$ cat src/rtl/agc_pkg.sv
// Shared types and constants for the AGC measurement sequencer.
package agc_pkg;

  typedef enum logic [2:0] {
    IDLE,
    TICK,
    RUN,
    FLUSH,
    CAPTURE
  } agc_state_t;

  localparam int SCALE_BITS  = 17;
  localparam int OFFSET_BITS = 8;

  // Scale value that leaves the signal level unchanged (Q12 unity).
  localparam logic [SCALE_BITS-1:0] AGC_UNITY_SCALE = 17'd4096;

  localparam int DEFAULT_NCLK_LOG2  = 17;
  localparam int DEFAULT_FLUSH_CLKS = 4;

endpackage

$ cat src/rtl/agc_sequencer_if.sv
// Bundle of control, accumulator, capture and gain signals between the
// AGC sequencer (slave) and the block that controls it (master).
interface agc_sequencer_if #(
  parameter int SQ_BITS = 24,
  parameter int PR_BITS = 21
);
  import agc_pkg::*;

  logic                   enable_i;
  logic                   start_i;
  logic                   lfsr_reset_i;
  logic                   busy_o;

  logic                   agc_tick_o;
  logic                   agc_ce_o;
  logic                   agc_rst_o;

  logic [SQ_BITS-1:0]     sq_accum_i;
  logic [PR_BITS-1:0]     gt_accum_i;
  logic [PR_BITS-1:0]     lt_accum_i;

  logic [SQ_BITS-1:0]     sq_o;
  logic [PR_BITS-1:0]     gt_o;
  logic [PR_BITS-1:0]     lt_o;
  logic                   done_o;

  logic [SCALE_BITS-1:0]  scale_i;
  logic [OFFSET_BITS-1:0] offset_i;
  logic                   scale_wr_i;
  logic                   offset_wr_i;
  logic                   apply_i;

  logic [SCALE_BITS-1:0]  agc_scale_o;
  logic [OFFSET_BITS-1:0] agc_offset_o;
  logic                   agc_scale_ce_o;
  logic                   agc_offset_ce_o;
  logic                   agc_apply_o;

  modport master (
    output enable_i, start_i, lfsr_reset_i,
    output sq_accum_i, gt_accum_i, lt_accum_i,
    output scale_i, offset_i, scale_wr_i, offset_wr_i, apply_i,
    input  busy_o, agc_tick_o, agc_ce_o, agc_rst_o,
    input  sq_o, gt_o, lt_o, done_o,
    input  agc_scale_o, agc_offset_o, agc_scale_ce_o, agc_offset_ce_o, agc_apply_o
  );

  modport slave (
    input  enable_i, start_i, lfsr_reset_i,
    input  sq_accum_i, gt_accum_i, lt_accum_i,
    input  scale_i, offset_i, scale_wr_i, offset_wr_i, apply_i,
    output busy_o, agc_tick_o, agc_ce_o, agc_rst_o,
    output sq_o, gt_o, lt_o, done_o,
    output agc_scale_o, agc_offset_o, agc_scale_ce_o, agc_offset_ce_o, agc_apply_o
  );

endinterface

$ cat src/rtl/agc_gain_stage.sv
// Gain staging: loads scale/offset with a one-cycle ce strobe and holds an
// apply request until the sequencer is idle, so a new gain never lands
// in the middle of a measurement window.
module agc_gain_stage
  import agc_pkg::*;
(
  input  logic                   clk,
  input  logic                   rst,
  input  logic                   idle,
  input  logic [SCALE_BITS-1:0]  scale_req,
  input  logic                   scale_wr,
  input  logic [OFFSET_BITS-1:0] offset_req,
  input  logic                   offset_wr,
  input  logic                   apply_req,
  output logic [SCALE_BITS-1:0]  scale,
  output logic                   scale_ce,
  output logic [OFFSET_BITS-1:0] offset,
  output logic                   offset_ce,
  output logic                   apply_pulse,
  output logic                   apply_fire
);

  logic pending;

  // A pending apply is released in the first idle cycle; the pulse follows one cycle later.
  assign apply_fire = pending && idle;

  // Scale and offset load independently; value and ce appear together the cycle after the write.
  always_ff @(posedge clk or posedge rst) begin
    if (rst) begin
      scale     <= AGC_UNITY_SCALE;
      scale_ce  <= 1'b0;
      offset    <= '0;
      offset_ce <= 1'b0;
    end else begin
      scale_ce  <= scale_wr;
      offset_ce <= offset_wr;
      if (scale_wr) scale <= scale_req;
      if (offset_wr) offset <= offset_req;
    end
  end

  // Repeated requests while pending merge into the one flag; it clears when released.
  always_ff @(posedge clk or posedge rst) begin
    if (rst) begin
      pending     <= 1'b0;
      apply_pulse <= 1'b0;
    end else begin
      pending     <= apply_req || (pending && !apply_fire);
      apply_pulse <= apply_fire;
    end
  end

endmodule

$ cat src/rtl/agc_sequencer.sv
// AGC measurement sequencer: ticks the AGC core, enables its accumulators
// for a 2^NCLK_LOG2-clock window, drains the pipeline, captures the
// results and stages gain updates so they only take effect between windows.
module agc_sequencer
  import agc_pkg::*;
#(
  parameter int NCLK_LOG2  = DEFAULT_NCLK_LOG2,
  parameter int FLUSH_CLKS = DEFAULT_FLUSH_CLKS,
  parameter int SQ_BITS    = 24,
  parameter int PR_BITS    = 21
) (
  input  logic           clk_i,
  input  logic           rst_i,
  agc_sequencer_if.slave bus
);

  localparam int CNT_BITS = NCLK_LOG2 + 1;
  localparam logic [CNT_BITS-1:0] RUN_LAST   = CNT_BITS'((1 << NCLK_LOG2) - 1);
  localparam logic [CNT_BITS-1:0] FLUSH_LAST = CNT_BITS'(FLUSH_CLKS - 1);

  agc_state_t          state;
  agc_state_t          next_state;
  logic [CNT_BITS-1:0] cnt;
  logic                abort;
  logic                idle;
  logic                apply_fire;

  logic                tick_q;
  logic                ce_q;
  logic                busy_q;
  logic                done_q;
  logic                lfsr_q;
  logic [SQ_BITS-1:0]  sq_q;
  logic [PR_BITS-1:0]  gt_q;
  logic [PR_BITS-1:0]  lt_q;

  assign abort = !bus.enable_i || bus.lfsr_reset_i;
  assign idle  = (state == IDLE);

  // State register.
  always_ff @(posedge clk_i or posedge rst_i) begin
    if (rst_i) state <= IDLE;
    else       state <= next_state;
  end

  // Next-state: a start is held off in the cycle an apply is being released so the two never overlap.
  always_comb begin
    next_state = state;
    case (state)
      IDLE: begin
        if (bus.start_i && bus.enable_i && !bus.lfsr_reset_i && !apply_fire)
          next_state = TICK;
      end
      TICK: begin
        next_state = abort ? IDLE : RUN;
      end
      RUN: begin
        if (abort)                 next_state = IDLE;
        else if (cnt == RUN_LAST)  next_state = FLUSH;
      end
      FLUSH: begin
        if (abort)                 next_state = IDLE;
        else if (cnt == FLUSH_LAST) next_state = CAPTURE;
      end
      CAPTURE: begin
        next_state = IDLE;
      end
      default: begin
        next_state = IDLE;
      end
    endcase
  end

  // Shared RUN/FLUSH cycle counter, cleared on every state change.
  always_ff @(posedge clk_i or posedge rst_i) begin
    if (rst_i)                               cnt <= '0;
    else if (next_state != state)            cnt <= '0;
    else if (state == RUN || state == FLUSH) cnt <= cnt + 1'b1;
  end

  // Core-drive strobes are registered from the next state so they line up with the state they describe.
  always_ff @(posedge clk_i or posedge rst_i) begin
    if (rst_i) begin
      tick_q <= 1'b0;
      ce_q   <= 1'b0;
      busy_q <= 1'b0;
      done_q <= 1'b0;
      lfsr_q <= 1'b0;
    end else begin
      tick_q <= (next_state == TICK);
      ce_q   <= (next_state == RUN);
      busy_q <= (next_state != IDLE);
      done_q <= (state == CAPTURE);
      lfsr_q <= bus.lfsr_reset_i;
    end
  end

  // Capture the drained accumulators on leaving CAPTURE; results hold until the next capture.
  always_ff @(posedge clk_i or posedge rst_i) begin
    if (rst_i) begin
      sq_q <= '0;
      gt_q <= '0;
      lt_q <= '0;
    end else if (state == CAPTURE) begin
      sq_q <= bus.sq_accum_i;
      gt_q <= bus.gt_accum_i;
      lt_q <= bus.lt_accum_i;
    end
  end

  assign bus.agc_tick_o = tick_q;
  assign bus.agc_ce_o   = ce_q;
  assign bus.busy_o     = busy_q;
  assign bus.done_o     = done_q;
  assign bus.agc_rst_o  = lfsr_q;
  assign bus.sq_o       = sq_q;
  assign bus.gt_o       = gt_q;
  assign bus.lt_o       = lt_q;

  agc_gain_stage u_gain_stage (
    .clk         (clk_i),
    .rst         (rst_i),
    .idle        (idle),
    .scale_req   (bus.scale_i),
    .scale_wr    (bus.scale_wr_i),
    .offset_req  (bus.offset_i),
    .offset_wr   (bus.offset_wr_i),
    .apply_req   (bus.apply_i),
    .scale       (bus.agc_scale_o),
    .scale_ce    (bus.agc_scale_ce_o),
    .offset      (bus.agc_offset_o),
    .offset_ce   (bus.agc_offset_ce_o),
    .apply_pulse (bus.agc_apply_o),
    .apply_fire  (apply_fire)
  );

endmodule

$ cat src/flat_wrapper.sv
// flat-port wrapper written by rule: the top's interface ports become plain ports
module agc_sequencer_flat import agc_pkg::*;
#(
  parameter int NCLK_LOG2  = DEFAULT_NCLK_LOG2,
  parameter int FLUSH_CLKS = DEFAULT_FLUSH_CLKS,
  parameter int SQ_BITS    = 24,
  parameter int PR_BITS    = 21
)
  (clk_i, rst_i, bus_enable_i, bus_start_i, bus_lfsr_reset_i, bus_sq_accum_i, bus_gt_accum_i, bus_lt_accum_i, bus_scale_i, bus_offset_i, bus_scale_wr_i, bus_offset_wr_i, bus_apply_i, bus_busy_o, bus_agc_tick_o, bus_agc_ce_o, bus_agc_rst_o, bus_sq_o, bus_gt_o, bus_lt_o, bus_done_o, bus_agc_scale_o, bus_agc_offset_o, bus_agc_scale_ce_o, bus_agc_offset_ce_o, bus_agc_apply_o);
  agc_sequencer_if #(.SQ_BITS(SQ_BITS), .PR_BITS(PR_BITS)) bus_i ();
  input  logic clk_i;
  input  logic rst_i;
  input wire logic [$bits(bus_i.enable_i)-1:0] bus_enable_i;
  input wire logic [$bits(bus_i.start_i)-1:0] bus_start_i;
  input wire logic [$bits(bus_i.lfsr_reset_i)-1:0] bus_lfsr_reset_i;
  input wire logic [$bits(bus_i.sq_accum_i)-1:0] bus_sq_accum_i;
  input wire logic [$bits(bus_i.gt_accum_i)-1:0] bus_gt_accum_i;
  input wire logic [$bits(bus_i.lt_accum_i)-1:0] bus_lt_accum_i;
  input wire logic [$bits(bus_i.scale_i)-1:0] bus_scale_i;
  input wire logic [$bits(bus_i.offset_i)-1:0] bus_offset_i;
  input wire logic [$bits(bus_i.scale_wr_i)-1:0] bus_scale_wr_i;
  input wire logic [$bits(bus_i.offset_wr_i)-1:0] bus_offset_wr_i;
  input wire logic [$bits(bus_i.apply_i)-1:0] bus_apply_i;
  output wire logic [$bits(bus_i.busy_o)-1:0] bus_busy_o;
  output wire logic [$bits(bus_i.agc_tick_o)-1:0] bus_agc_tick_o;
  output wire logic [$bits(bus_i.agc_ce_o)-1:0] bus_agc_ce_o;
  output wire logic [$bits(bus_i.agc_rst_o)-1:0] bus_agc_rst_o;
  output wire logic [$bits(bus_i.sq_o)-1:0] bus_sq_o;
  output wire logic [$bits(bus_i.gt_o)-1:0] bus_gt_o;
  output wire logic [$bits(bus_i.lt_o)-1:0] bus_lt_o;
  output wire logic [$bits(bus_i.done_o)-1:0] bus_done_o;
  output wire logic [$bits(bus_i.agc_scale_o)-1:0] bus_agc_scale_o;
  output wire logic [$bits(bus_i.agc_offset_o)-1:0] bus_agc_offset_o;
  output wire logic [$bits(bus_i.agc_scale_ce_o)-1:0] bus_agc_scale_ce_o;
  output wire logic [$bits(bus_i.agc_offset_ce_o)-1:0] bus_agc_offset_ce_o;
  output wire logic [$bits(bus_i.agc_apply_o)-1:0] bus_agc_apply_o;
  assign bus_i.enable_i = bus_enable_i;
  assign bus_i.start_i = bus_start_i;
  assign bus_i.lfsr_reset_i = bus_lfsr_reset_i;
  assign bus_i.sq_accum_i = bus_sq_accum_i;
  assign bus_i.gt_accum_i = bus_gt_accum_i;
  assign bus_i.lt_accum_i = bus_lt_accum_i;
  assign bus_i.scale_i = bus_scale_i;
  assign bus_i.offset_i = bus_offset_i;
  assign bus_i.scale_wr_i = bus_scale_wr_i;
  assign bus_i.offset_wr_i = bus_offset_wr_i;
  assign bus_i.apply_i = bus_apply_i;
  assign bus_busy_o = bus_i.busy_o;
  assign bus_agc_tick_o = bus_i.agc_tick_o;
  assign bus_agc_ce_o = bus_i.agc_ce_o;
  assign bus_agc_rst_o = bus_i.agc_rst_o;
  assign bus_sq_o = bus_i.sq_o;
  assign bus_gt_o = bus_i.gt_o;
  assign bus_lt_o = bus_i.lt_o;
  assign bus_done_o = bus_i.done_o;
  assign bus_agc_scale_o = bus_i.agc_scale_o;
  assign bus_agc_offset_o = bus_i.agc_offset_o;
  assign bus_agc_scale_ce_o = bus_i.agc_scale_ce_o;
  assign bus_agc_offset_ce_o = bus_i.agc_offset_ce_o;
  assign bus_agc_apply_o = bus_i.agc_apply_o;
  agc_sequencer #(.NCLK_LOG2(NCLK_LOG2), .FLUSH_CLKS(FLUSH_CLKS), .SQ_BITS(SQ_BITS), .PR_BITS(PR_BITS)) u_core (.clk_i(clk_i), .rst_i(rst_i), .bus(bus_i));
endmodule
$ cat config.mk
export PLATFORM = sky130hd
export DESIGN_NAME = agc_sequencer_flat
export DESIGN_NICKNAME = d
export VERILOG_FILES = /design/src/rtl/agc_pkg.sv /design/src/rtl/agc_sequencer_if.sv /design/src/rtl/agc_gain_stage.sv /design/src/rtl/agc_sequencer.sv /design/src/flat_wrapper.sv
export SDC_FILE = /design/constraint.sdc
export NUM_CORES = 1
export LEC_CHECK = 0
export ABC_AREA = 0
export BUFFER_PORTS_ARGS = -buffer_cell sky130_fd_sc_hd__buf_2
export CAP_MARGIN = 20
export CORE_ASPECT_RATIO = 0.75
export CORE_MARGIN = 2
export CORE_UTILIZATION = 43
export DETAILED_ROUTE_END_ITERATION = 12
export MAX_ROUTING_LAYER = met4
export PLACE_DENSITY = 0.76
export REMOVE_ABC_BUFFERS = 1
export SYNTH_ARGS = -nofsm -noshare
export SYNTH_HDL_FRONTEND = slang
export SYNTH_SLANG_ARGS = --single-unit
export TNS_END_PERCENT = 30
$ cat constraint.sdc
create_clock -name clk_i -period 3.6 [get_ports clk_i]
set_clock_uncertainty 0.15 [all_clocks]
set_input_delay 0.36 -clock clk_i [delete_from_list [all_inputs] [get_ports clk_i]]
set_output_delay 0.36 -clock clk_i [all_outputs]
set_load 0.05 [all_outputs]
; Yosys cells after proc, flatten, opt, wreduce, memory -nomap -nowiden
; Cells that the tools add are included.
[totals]
regBits = 121
inputBits = 99
output_inout_bits = 99
word_cells = 49
[classes]
add_sub_neg = 1
n_eq_ne = 9
n_mux = 9
n_reduce_logical = 14
[op_table]
columns = cell, count
row1 = 18-bit two-way mux, 2
row2 = 18-bit by 1-bit adder with 18-bit output (second input constant), 1
row3 = 18-bit by 17-bit equality test with 1-bit output (second input constant), 1
row4 = 18-bit by 2-bit equality test with 1-bit output (second input constant), 1
row5 = 3-bit two-way mux, 5
row6 = 3-bit case mux with 4 select lines, 1
row7 = 3-bit by 2-bit equality test with 1-bit output (second input constant), 3
row8 = 3-bit by 1-bit equality test with 1-bit output (second input constant), 2
row9 = 1-bit logical AND, 5
row10 = 3-bit equality test (second input constant), 1
row11 = 1-bit logical NOT, 3
row12 = 3-bit logical NOT, 1
row13 = 1-bit logical OR, 3
row14 = 3-bit inequality test, 1
row15 = 3-bit nonzero test, 1
row16 = 2-bit two-way mux, 1
row17 = 2-bit nonzero test, 1

; Longest topological paths before layout
; Gate-level depths: netlist of the first run.
[depth]
depth_word = 8
mapped_depth = 7
depth_no_buf = 6

; Cells and area by module
; From an unflattened synthesis of the first run, not the netlist that was laid out.
[unflattened]
cells_unflattened = 330
hier_area_um2 = 4820.9
[by_module_without_submodules]
columns = module, n_inst, cells_each, area_each_um2, seq_area_each_um2
row1 = agc_sequencer, 1, 269, 3717.3, 2302.2
row2 = agc_gain_stage, 1, 61, 1103.6, 726.9

; Worst setup path before layout of the first run
; OpenSTA, ideal clock, no wires.
[synth_timing]
path_type = reg2reg
from = register u_core.cnt[0]
to = register u_core.cnt[3]
setup_time_ns = 0.119
t_arrival_ns = 1.821
t_required_ns = 3.331
path_slack_ns = 1.510
path_stages_with_launch = 8
path_buffers = 1
period_less_slack_ns = 2.090
cell_sequence = dfrtp_1 > ha_1 > and4_4 > nand4_4 > o31a_1 > a32oi_4 > buf_6 > nor2_1
[synth_via]
elab_chain_len = 6
elab_cells_between_ends = 12
classes_between = 1 x add/sub / 3 x eq/ne / 7 x mux / 1 x reduce/logical
[synth_rtl]
columns = item, line
row1 = "start, declared", agc_sequencer.sv:23  ; logic [CNT_BITS-1:0] cnt;
row2 = "start signal, assigned", agc_sequencer.sv:78  ; else if (state == RUN || state == FLUSH) cnt <= cnt + 1'b1;
row3 = 18-bit by 2-bit equality test with 1-bit output / 18-bit by 17-bit equality test with 1-bit output (equally long branches), "agc_sequencer.sv:63, agc_sequencer.sv:59"
row4 = 3-bit two-way mux (on tied branches), "agc_sequencer.sv:63, agc_sequencer.sv:59"
row5 = 3-bit two-way mux (on tied branches), "agc_sequencer.sv:62, agc_sequencer.sv:58"
row6 = 3-bit case mux with 4 select lines, agc_sequencer.sv:49  ; case (state)
row7 = 3-bit inequality test, agc_sequencer.sv:77  ; else if (next_state != state) cnt <= '0;
row8 = 18-bit two-way mux / 2-bit nonzero test (equally long branches), --
; Parallel ways exist; a longest one is shown, timed or not. The select of a mux whose other input is x is not followed.
; A chain may end at the register's enable or synchronous reset.

; Worst setup path in the final report of the first run
[layout_timing]
from = register u_core.state[1]
to = register u_core.cnt[7]
[layout_via]
elab_chain_len = 8
elab_cells_between_ends = 17
classes_between = 4 x eq/ne / 7 x mux / 6 x reduce/logical
[layout_rtl]
columns = item, line
row1 = "start, declared", agc_sequencer.sv:21  ; agc_state_t state;
row2 = "start signal, assigned", agc_sequencer.sv:43  ; else state <= next_state;
row3 = 3-bit logical NOT, "agc_sequencer.sv:38, agc_sequencer.sv:49"
row4 = 1-bit logical AND, agc_gain_stage.sv:26  ; assign apply_fire = pending && idle;
row5 = 1-bit logical NOT, agc_sequencer.sv:51  ; if (bus.start_i && bus.enable_i && !bus.lfsr_reset_i && !apply_fire)
row6 = 1-bit logical AND, agc_sequencer.sv:51
row7 = 3-bit two-way mux, agc_sequencer.sv:51
row8 = 3-bit case mux with 4 select lines, agc_sequencer.sv:49
row9 = 3-bit inequality test, agc_sequencer.sv:77
row10 = 18-bit two-way mux / 2-bit nonzero test (equally long branches), --
; Parallel ways exist; a longest one is shown, timed or not.

==> out/qor.json, run 1 <==
{
  "synthAdderAreaFrac": 0.00263,
  "cts_root_buf": "sky130_fd_sc_hd__clkbuf_16",
  "timing.slew.headroom": 0.431,
  "critPathCaptureType": "register",
  "multi_input_comb_area_um2": 1640,
  "vias": 3345,
  "synthMostInstantiatedCell": "sky130_fd_sc_hd__dfrtp_1",
  "power.leakage_nw": 3.50,
  "die-height_um": 95.1,
  "die_width_um": 125,
  "power.density_cell_area_nw_per_um2": 523,
  "worstSkewPairLatency_ns": 0.41,
  "syn_avg_cell_area_um2": 14.6,
  "cts.sink_count": 121,
  "run_status": "complete, but fails checks",
  "critPathRequiredTime_ns": 3.71,
  "dieArea_um2": 11900,
  "antenna_found_initial": 0,
  "finalHoldWorstSlack_ns": -0.0139,
  "grt_pass1_wl_mm": 17.3,
  "cp_max_fo": 18,
  "post-route-drc-count": 0,
  "inst_count_dp": 653,
  "vdd.ir_drop.worst_mv": 0.352,
  "cp-start-kind": "register",
  "yosys.area_share.simple": 0.0786,
  "synth-compound-area-share": 0.0124,
  "cts_tree": "done",
  "setup.worst_path.class": "reg -> reg",
  "fin_crit_sh": 0.666,
  "grt_overflow_total": 0,
  "rsz0062_at_grt": "no",
  "cts_htree_levels": 4,
  "finalHoldViolations": 27,
  "routed_wirelength_mm": 10.7,
  "wl_per_cell_um": 15.6,
  "async_reset_ff_frac": 1.00,
  "antenna_cells": 0,
  "cts_buffers": 17,
  "worstReg2RegEnd": "u_core.cnt[7]",
  "worst_r2r_startpoint": "u_core.state[1]",
  "num_io_pins": 198,
  "post-route-min-period_ns": 2.40,
  "core.rowCount": 33,
  "hold_path_class": "in -> async",
  "reg2reg_slack_ns": 1.20,
  "final_cells": 686,
  "synth_seq_cells": 121,
  "max_slew.worst_pin.slew_ns": 0.854,
  "cts_repair_resize_count": 0,
  "synth.cells.most_frequent": "sky130_fd_sc_hd__dfrtp_1 (120), sky130_fd_sc_hd__mux2_2 (91), sky130_fd_sc_hd__nor2_1 (26)",
  "timing.critical_path.slowest_stage_cell": "sky130_fd_sc_hd__dfrtp_1",
  "yosys_most_used_dff": "sky130_fd_sc_hd__dfrtp_1",
  "synth_edf_count": 0,
  "synth_cell_type_count": 35,
  "start_util": 0.438,
  "syn-instance-count": 327,
  "post_synth_xor_xnor_area": 0.0331,
  "maximum_clock_insertion_buffer_count": 2,
  "finalWeightedCongestion": 0.861,
  "final_antenna_net_count": 0,
  "placement.io_buffers": 197,
  "detailedPlacementHpwl_mm": 7.66,
  "first_element_of_the_critical_path": "u_core.state[1]",
  "synth.area.mux_share": 0.217,
  "timing.max_cap.violations": 0,
  "synth_top_family_by_area": "multiplexers",
  "layout-drive-gt1-share": 0.604,
  "max_freq_mhz": 417,
  "violations": "negative hold slack",
  "clkTransAtPathRegs_ns": 0.06,
  "finish.net_count": 633,
  "ys_seq_area_frac": 0.636,
  "post_synth_instance_area_um2": 4760,
  "yosysWarningCount": 0,
  "dr.first_iter.drc_count": 193,
  "maximum_number_of_pins_on_one_net_before_global_route_repair": 73,
  "critPathMaxStageDelay_ns": 0.58,
  "area_growth_pct": 36.4,
  "grt_util_all_layers": 0.194,
  "nFillCells": 856,
  "route.detailed.vias_per_inst": 4.88,
  "post-synth-top-area-fraction": 0.631,
  "yosys-top-cells-area": "sky130_fd_sc_hd__dfrtp_1 (63%), sky130_fd_sc_hd__mux2_2 (22%), sky130_fd_sc_hd__nor2_1 (2.1%)",
  "yosysTopAreaCell": "sky130_fd_sc_hd__dfrtp_1",
  "cp.arrival_ns": 2.51,
  "final_slew_violations": 0,
  "cp_cell_sequence": "and4_4 > nand4_4 > o31a_1 > a32oi_4 > nor2_1",
  "grt_pass1_vias": 3373,
  "setup_viol": 0,
  "seqCellArea_um2": 3030,
  "dr.pass1.iters": 4,
  "worst-r2r-cell-count": 5,
  "core_um2": 10900
}
==> critical path, delay by kind of cell (launching register included) <==
kind             cells  cell delay, ns
flip-flops           1            0.58
AND/OR/NAND/NOR      3            0.60
AO/OA/AOI/OAI        2            0.92
==> final cells by class <==
cell class              count  area share
inverters                   6     0.00385
repair buffers            201       0.159
well taps                 140      0.0270
clock buffers              18      0.0661
multi-input cells         186       0.252
clock inverters            14      0.0252
flip-flops and latches    121       0.467
==> cells by family (layout without fill, tap and decap cells) <==
family | after synthesis | after routing
flip-flops | 121 | 121
multiplexers | 92 | 92
AND/OR/NAND/NOR | 69 | 69
buffers and inverters | 20 | 239
XOR/XNOR | 18 | 18
AO/OA/AOI/OAI | 6 | 6
adder cells (fa/ha/maj) | 1 | 1
==> flip-flops by register name (all words and copies together) (netlist names) <==
name                             flops
u_core.u_gain_stage.offset           8
u_core.bus.agc_rst_o                 1
u_core.u_gain_stage.apply_pulse      1
u_core.bus.agc_ce_o                  1
u_core.bus.busy_o                    1
u_core.bus.sq_o                     24
u_core.bus.done_o                    1
u_core.u_gain_stage.scale_ce         1
u_core.bus.agc_tick_o                1
u_core.u_gain_stage.scale           17
u_core.u_gain_stage.pending          1
u_core.bus.gt_o                     21
u_core.u_gain_stage.offset_ce        1
u_core.cnt                          18
u_core.bus.lt_o                     21
u_core.state                         3
==> worst max-delay path by stage <==
stage	to	cells after the start
CTS	u_core.cnt[11]	5
global route	u_core.cnt[8]	5
global placement	u_core.cnt[15]	5
floorplan	u_core.bus.agc_ce_o	1
detailed placement	u_core.cnt[6]	5
finish	u_core.cnt[7]	5
==> power breakdown <==
part | internal (mW) | total [mW] | switching, mW
registers | 1.39 | 1.41 | 0.0165
clock network | 1.04 | 1.70 | 0.659
logic | 0.0923 | 0.285 | 0.193
total | 2.53 | 3.39 | 0.868
==> cell usage in the layout, fill, tap and decap left out, types with 2 or more instances in the layout <==
cell / count
sky130_fd_sc_hd__buf_4: 2
sky130_fd_sc_hd__xnor2_1: 11
sky130_fd_sc_hd__clkbuf_16: 17
sky130_fd_sc_hd__nor4_1: 5
sky130_fd_sc_hd__nand2b_1: 2
sky130_fd_sc_hd__inv_6: 4
sky130_fd_sc_hd__a21oi_1: 3
sky130_fd_sc_hd__inv_8: 2
sky130_fd_sc_hd__nand2_1: 6
sky130_fd_sc_hd__nand4_1: 4
sky130_fd_sc_hd__and2_1: 2
sky130_fd_sc_hd__and4_1: 2
sky130_fd_sc_hd__xor2_1: 7
sky130_fd_sc_hd__inv_1: 5
sky130_fd_sc_hd__clkinv_4: 3
sky130_fd_sc_hd__buf_2: 197
sky130_fd_sc_hd__dfrtp_1: 120
sky130_fd_sc_hd__mux2_2: 91
sky130_fd_sc_hd__nor3_1: 4
sky130_fd_sc_hd__nand3_1: 6
sky130_fd_sc_hd__nor2_1: 26
sky130_fd_sc_hd__bufinv_16: 2
sky130_fd_sc_hd__clkinvlp_4: 2
==> routing by layer <==
metal | GRT usage | wire length, µm | vias to the layer above
met5 | - | 0 | -
met4 | 0.0796 | 172 | 0
met3 | 0.0578 | 802 | 16
met2 | 0.302 | 5250 | 139
met1 | 0.239 | 4510 | 1640
li1 | - | - | 1550
==> through the flow <==
stage	utilization	setup WS, ns	total power [mW]	cell area [µm²]	setup TNS [ns]
finish	0.598	1.20	3.39	6490	0
global route	0.598	1.08	3.52	6490	0
CTS	0.598	1.20	3.42	6490	0
detailed placement	0.542	1.24	1.72	5890	0
global placement	0.542	1.29	1.72	5890	0
floorplan	-	-0.123	1.61	4690	-14.70
==> repair_timing <==
item | in CTS | in global routing
buffers inserted | 0 | 0
hold buffers | 1 | 0
hold endpoints to repair | 1 | 0
No activity file was read; power rests on OpenSTA's default activity.
==> run 2, diff against run 1 <==
Clock period 3.6 ns to 2.1 ns, I/O delays scaled along.
==> run 2 against run 1 <==
  * The run now ends clean
  * Cell area grew 18%
  * Power grew 78%
  * Via count increased by 15%
  * Critical endpoint unchanged
  * Highest routed layer unchanged
==> out/qor.json, run 2 (synthesized netlist as in run 1, its figures left out) <==
{
  "layout_commonest_cell": {"value": "sky130_fd_sc_hd__buf_2", "change": "unchanged"},
  "antenna_found_initial": {"value": 0, "change": "unchanged"},
  "route.detailed.vias_per_inst": {"value": 4.81, "change": "was 4.88"},
  "cp_max_fo": {"value": 5, "change": "was 18"},
  "use_met3": {"value": 0.0634, "change": "was 0.0578"},
  "met2_resource_use_gr": {"value": 0.402, "change": "was 0.302"},
  "antenna_cells": {"value": 0, "change": "unchanged"},
  "post-route-min-period": {"value": 2.07, "unit": "ns", "change": "was 2.40 ns"},
  "setup.worst_path.class": {"value": "reg -> reg", "change": "unchanged"},
  "power.leakage": {"value": 4.02, "unit": "nW", "change": "was 3.50 nW"},
  "routed_wirelength": {"value": 13.0, "unit": "mm", "change": "was 10.7 mm"},
  "reg2reg_slack": {"value": 0.03, "unit": "ns", "change": "was 1.20 ns"},
  "placedInstanceArea": {"value": 6010, "unit": "µm²", "change": "was 5890 µm²"},
  "cp-start-kind": {"value": "register", "change": "unchanged"},
  "run_status": {"value": "finished clean", "change": "was complete, but fails checks"},
  "cp_cell_sequence": {"value": "ha_2 > and4_4 > nand4_4 > o31a_1 > a32oi_4 > clkbuf_16 > nor2_1", "change": "was and4_4 > nand4_4 > o31a_1 > a32oi_4 > nor2_1"},
  "worstSkewPairLatency": {"value": 0.40, "unit": "ns", "change": "was 0.41 ns"},
  "finalWeightedCongestion": {"value": 0.865, "change": "was 0.861"},
  "finalHoldViolations": {"value": 0, "change": "was 27"},
  "setup_slack": {"value": 0.0275, "unit": "ns", "change": "was 1.20 ns"},
  "finalPower": {"value": 6.04, "unit": "mW", "change": "was 3.39 mW"},
  "die-height": {"value": 95.1, "unit": "µm", "change": "unchanged"},
  "grt_pass1_vias": {"value": 4101, "change": "was 3,373"},
  "layout_common_cells": {"value": "sky130_fd_sc_hd__buf_2 (197), sky130_fd_sc_hd__dfrtp_1 (120), sky130_fd_sc_hd__dlygate4sd3_1 (97), sky130_fd_sc_hd__mux2_2 (91), sky130_fd_sc_hd__nor2_1 (26)", "change": "was sky130_fd_sc_hd__buf_2 (197), sky130_fd_sc_hd__dfrtp_1 (120), sky130_fd_sc_hd__mux2_2 (91), sky130_fd_sc_hd__nor2_1 (26), sky130_fd_sc_hd__clkbuf_16 (17)"},
  "placement.io_buffers": {"value": 197, "change": "unchanged"},
  "num_io_pins": {"value": 198, "change": "unchanged"},
  "post_route_setup_tns": {"value": 0, "unit": "ns", "change": "unchanged"},
  "final_antenna_net_count": {"value": 0, "change": "unchanged"},
  "nFillCells": {"value": 710, "change": "was 856"},
  "critPathRequiredTime": {"value": 2.24, "unit": "ns", "change": "was 3.71 ns"},
  "setup_viol": {"value": 0, "change": "unchanged"},
  "timing.slew.headroom": {"value": 0.650, "change": "was 0.431"},
  "rsz0062_at_grt": {"value": "yes", "change": "was no"},
  "grt_util_all_layers": {"value": 0.231, "change": "was 0.194"},
  "cts_tree": {"value": "done", "change": "unchanged"},
  "cp.arrival": {"value": 2.21, "unit": "ns", "change": "was 2.51 ns"},
  "path_delay_family": {"value": "compound AO/OA/AOI/OAI gates", "change": "unchanged"},
  "start_util": {"value": 0.438, "change": "unchanged"},
  "maximum_number_of_pins_on_one_net_before_global_route_repair": {"value": 47, "change": "was 73"},
  "layout-drive-gt1-share": {"value": 0.530, "change": "was 0.604"},
  "maximum_clock_insertion_buffer_count": {"value": 2, "change": "unchanged"},
  "final_cell_area": {"value": 7670, "unit": "µm²", "change": "was 6490 µm²"},
  "post-route-drc-count": {"value": 0, "change": "unchanged"},
  "fin_crit_sh": {"value": 0.987, "change": "was 0.666"},
  "critPathCaptureType": {"value": "register", "change": "unchanged"},
  "power.density_cell_area": {"value": 787, "unit": "nW/µm²", "change": "was 523 nW/µm²"},
  "dieArea": {"value": 11900, "unit": "µm²", "change": "unchanged"},
  "cts_buffers": {"value": 17, "change": "unchanged"},
  "timing.critical_path.slowest_stage_cell": {"value": "sky130_fd_sc_hd__dfrtp_1", "change": "unchanged"},
  "worst_path_buffer_plus_inverter_count": {"value": 1, "change": "was 0"},
  "cts_root_buf": {"value": "sky130_fd_sc_hd__clkbuf_16", "change": "unchanged"},
  "timing.max_cap.violations": {"value": 0, "change": "unchanged"},
  "grt_pass1_wl": {"value": 20.6, "unit": "mm", "change": "was 17.3 mm"},
  "cts.sink_count": {"value": 121, "change": "unchanged"},
  "hold_path_class": {"value": "in -> reg", "change": "was in -> async"},
  "finish.net_count": {"value": 748, "change": "was 633"},
  "die_width": {"value": 125, "unit": "µm", "change": "unchanged"},
  "use_met1": {"value": 0.250, "change": "was 0.239"},
  "wl_per_cell": {"value": 16.3, "unit": "µm", "change": "was 15.6 µm"},
  "largest_register_ffs": {"value": 24, "change": "unchanged"},
  "dr.pass1.iters": {"value": 4, "change": "unchanged"},
  "dr.first_iter.drc_count": {"value": 182, "change": "was 193"},
  "clkTransAtPathRegs": {"value": 0.05, "unit": "ns", "change": "was 0.06 ns"},
  "vias": {"value": 3845, "change": "was 3,345"},
  "core.rowCount": {"value": 33, "change": "unchanged"},
  "gr-max-usage-layer": {"value": "met2", "change": "unchanged"},
  "grt_overflow_total": {"value": 0, "change": "unchanged"},
  "max_freq": {"value": 483, "unit": "MHz", "change": "was 417 MHz"},
  "post_placement_worst_setup_slack": {"value": -0.00572, "unit": "ns", "change": "was 1.24 ns"},
  "detailedPlacementHpwl": {"value": 7.71, "unit": "mm", "change": "was 7.66 mm"},
  "critPathMaxStageDelay": {"value": 0.36, "unit": "ns", "change": "was 0.58 ns"},
  "core": {"value": 10900, "unit": "µm²", "change": "unchanged"},
  "final_slew_violations": {"value": 0, "change": "unchanged"},
  "cts_htree_levels": {"value": 4, "change": "unchanged"},
  "max_slew.worst_pin.slew": {"value": 0.525, "unit": "ns", "change": "was 0.854 ns"},
  "vdd.ir_drop.worst": {"value": 0.629, "unit": "mV", "change": "was 0.352 mV"},
  "area_growth": {"value": 61.2, "unit": "%", "change": "was 36.4%"}
}
==> run 2: report_power, final <==
group          switching [mW]  total (mW)  internal (mW)
Sequential             0.0297        2.42           2.39
Clock                    1.05        2.95           1.90
Combinational           0.374       0.675          0.300
Total                    1.45        6.04           4.59
==> run 2: routing by layer <==
layer / vias to the layer above / routed length (µm)
met2: 153 / 6820
li1: 1783 / -
met3: 30 / 770
met4: 0 / 328
met1: 1879 / 5090
met5: - / 0
==> run 2: worst paths after layout <==
check,start,endpoint,depth (start not counted)
min in group asynchronous,rst_i,u_core.bus.sq_o[22],3
hold reg to reg,u_core.u_gain_stage.pending,u_core.u_gain_stage.apply_pulse,1
setup / recovery,u_core.cnt[1],u_core.cnt[7],7
hold / removal,bus_enable_i,u_core.bus.agc_tick_o,3
max in group asynchronous,rst_i,u_core.bus.lt_o[4],4
setup reg to reg,u_core.cnt[1],u_core.cnt[7],7
==> run 2: layout make-up <==
| class | count | area [µm²] | area share |
|---|---|---|---|
| sequential | 121 | 3030 | 0.395 |
| timing repair buffer | 316 | 2190 | 0.286 |
| multi-input combinational | 186 | 1640 | 0.214 |
| clock buffer | 18 | 439 | 0.0572 |
| tap | 140 | 175 | 0.0228 |
| clock inverter | 13 | 170 | 0.0222 |
| inverter | 6 | 25.0 | 0.00326 |
==> run 2: tightest hold or removal path, cell delays in order <==
cell                       delay, ns
sky130_fd_sc_hd__buf_2          0.11
sky130_fd_sc_hd__nand2b_1       0.16
sky130_fd_sc_hd__nor2_1         0.08
==> run 2: repair_timing <==
action	CTS	global route
cloned	0	2
endpoints found under the hold margin	135	0
resized for setup	0	1
endpoints found under the setup margin	15	18
pin swaps	1	4
hold buffers	97	0
setup buffers	0	6
==> run 2: per-stage QoR <==
stage / hold WS, ns / util / std cells
after floorplan: 0.0914 / - / 313
after global placement: 0.143 / 0.553 / 664
after detailed placement: 0.146 / 0.553 / 664
after CTS: 0.0293 / 0.699 / 792
after global routing: 0.0822 / 0.707 / 800
final: 0.0446 / 0.707 / 800
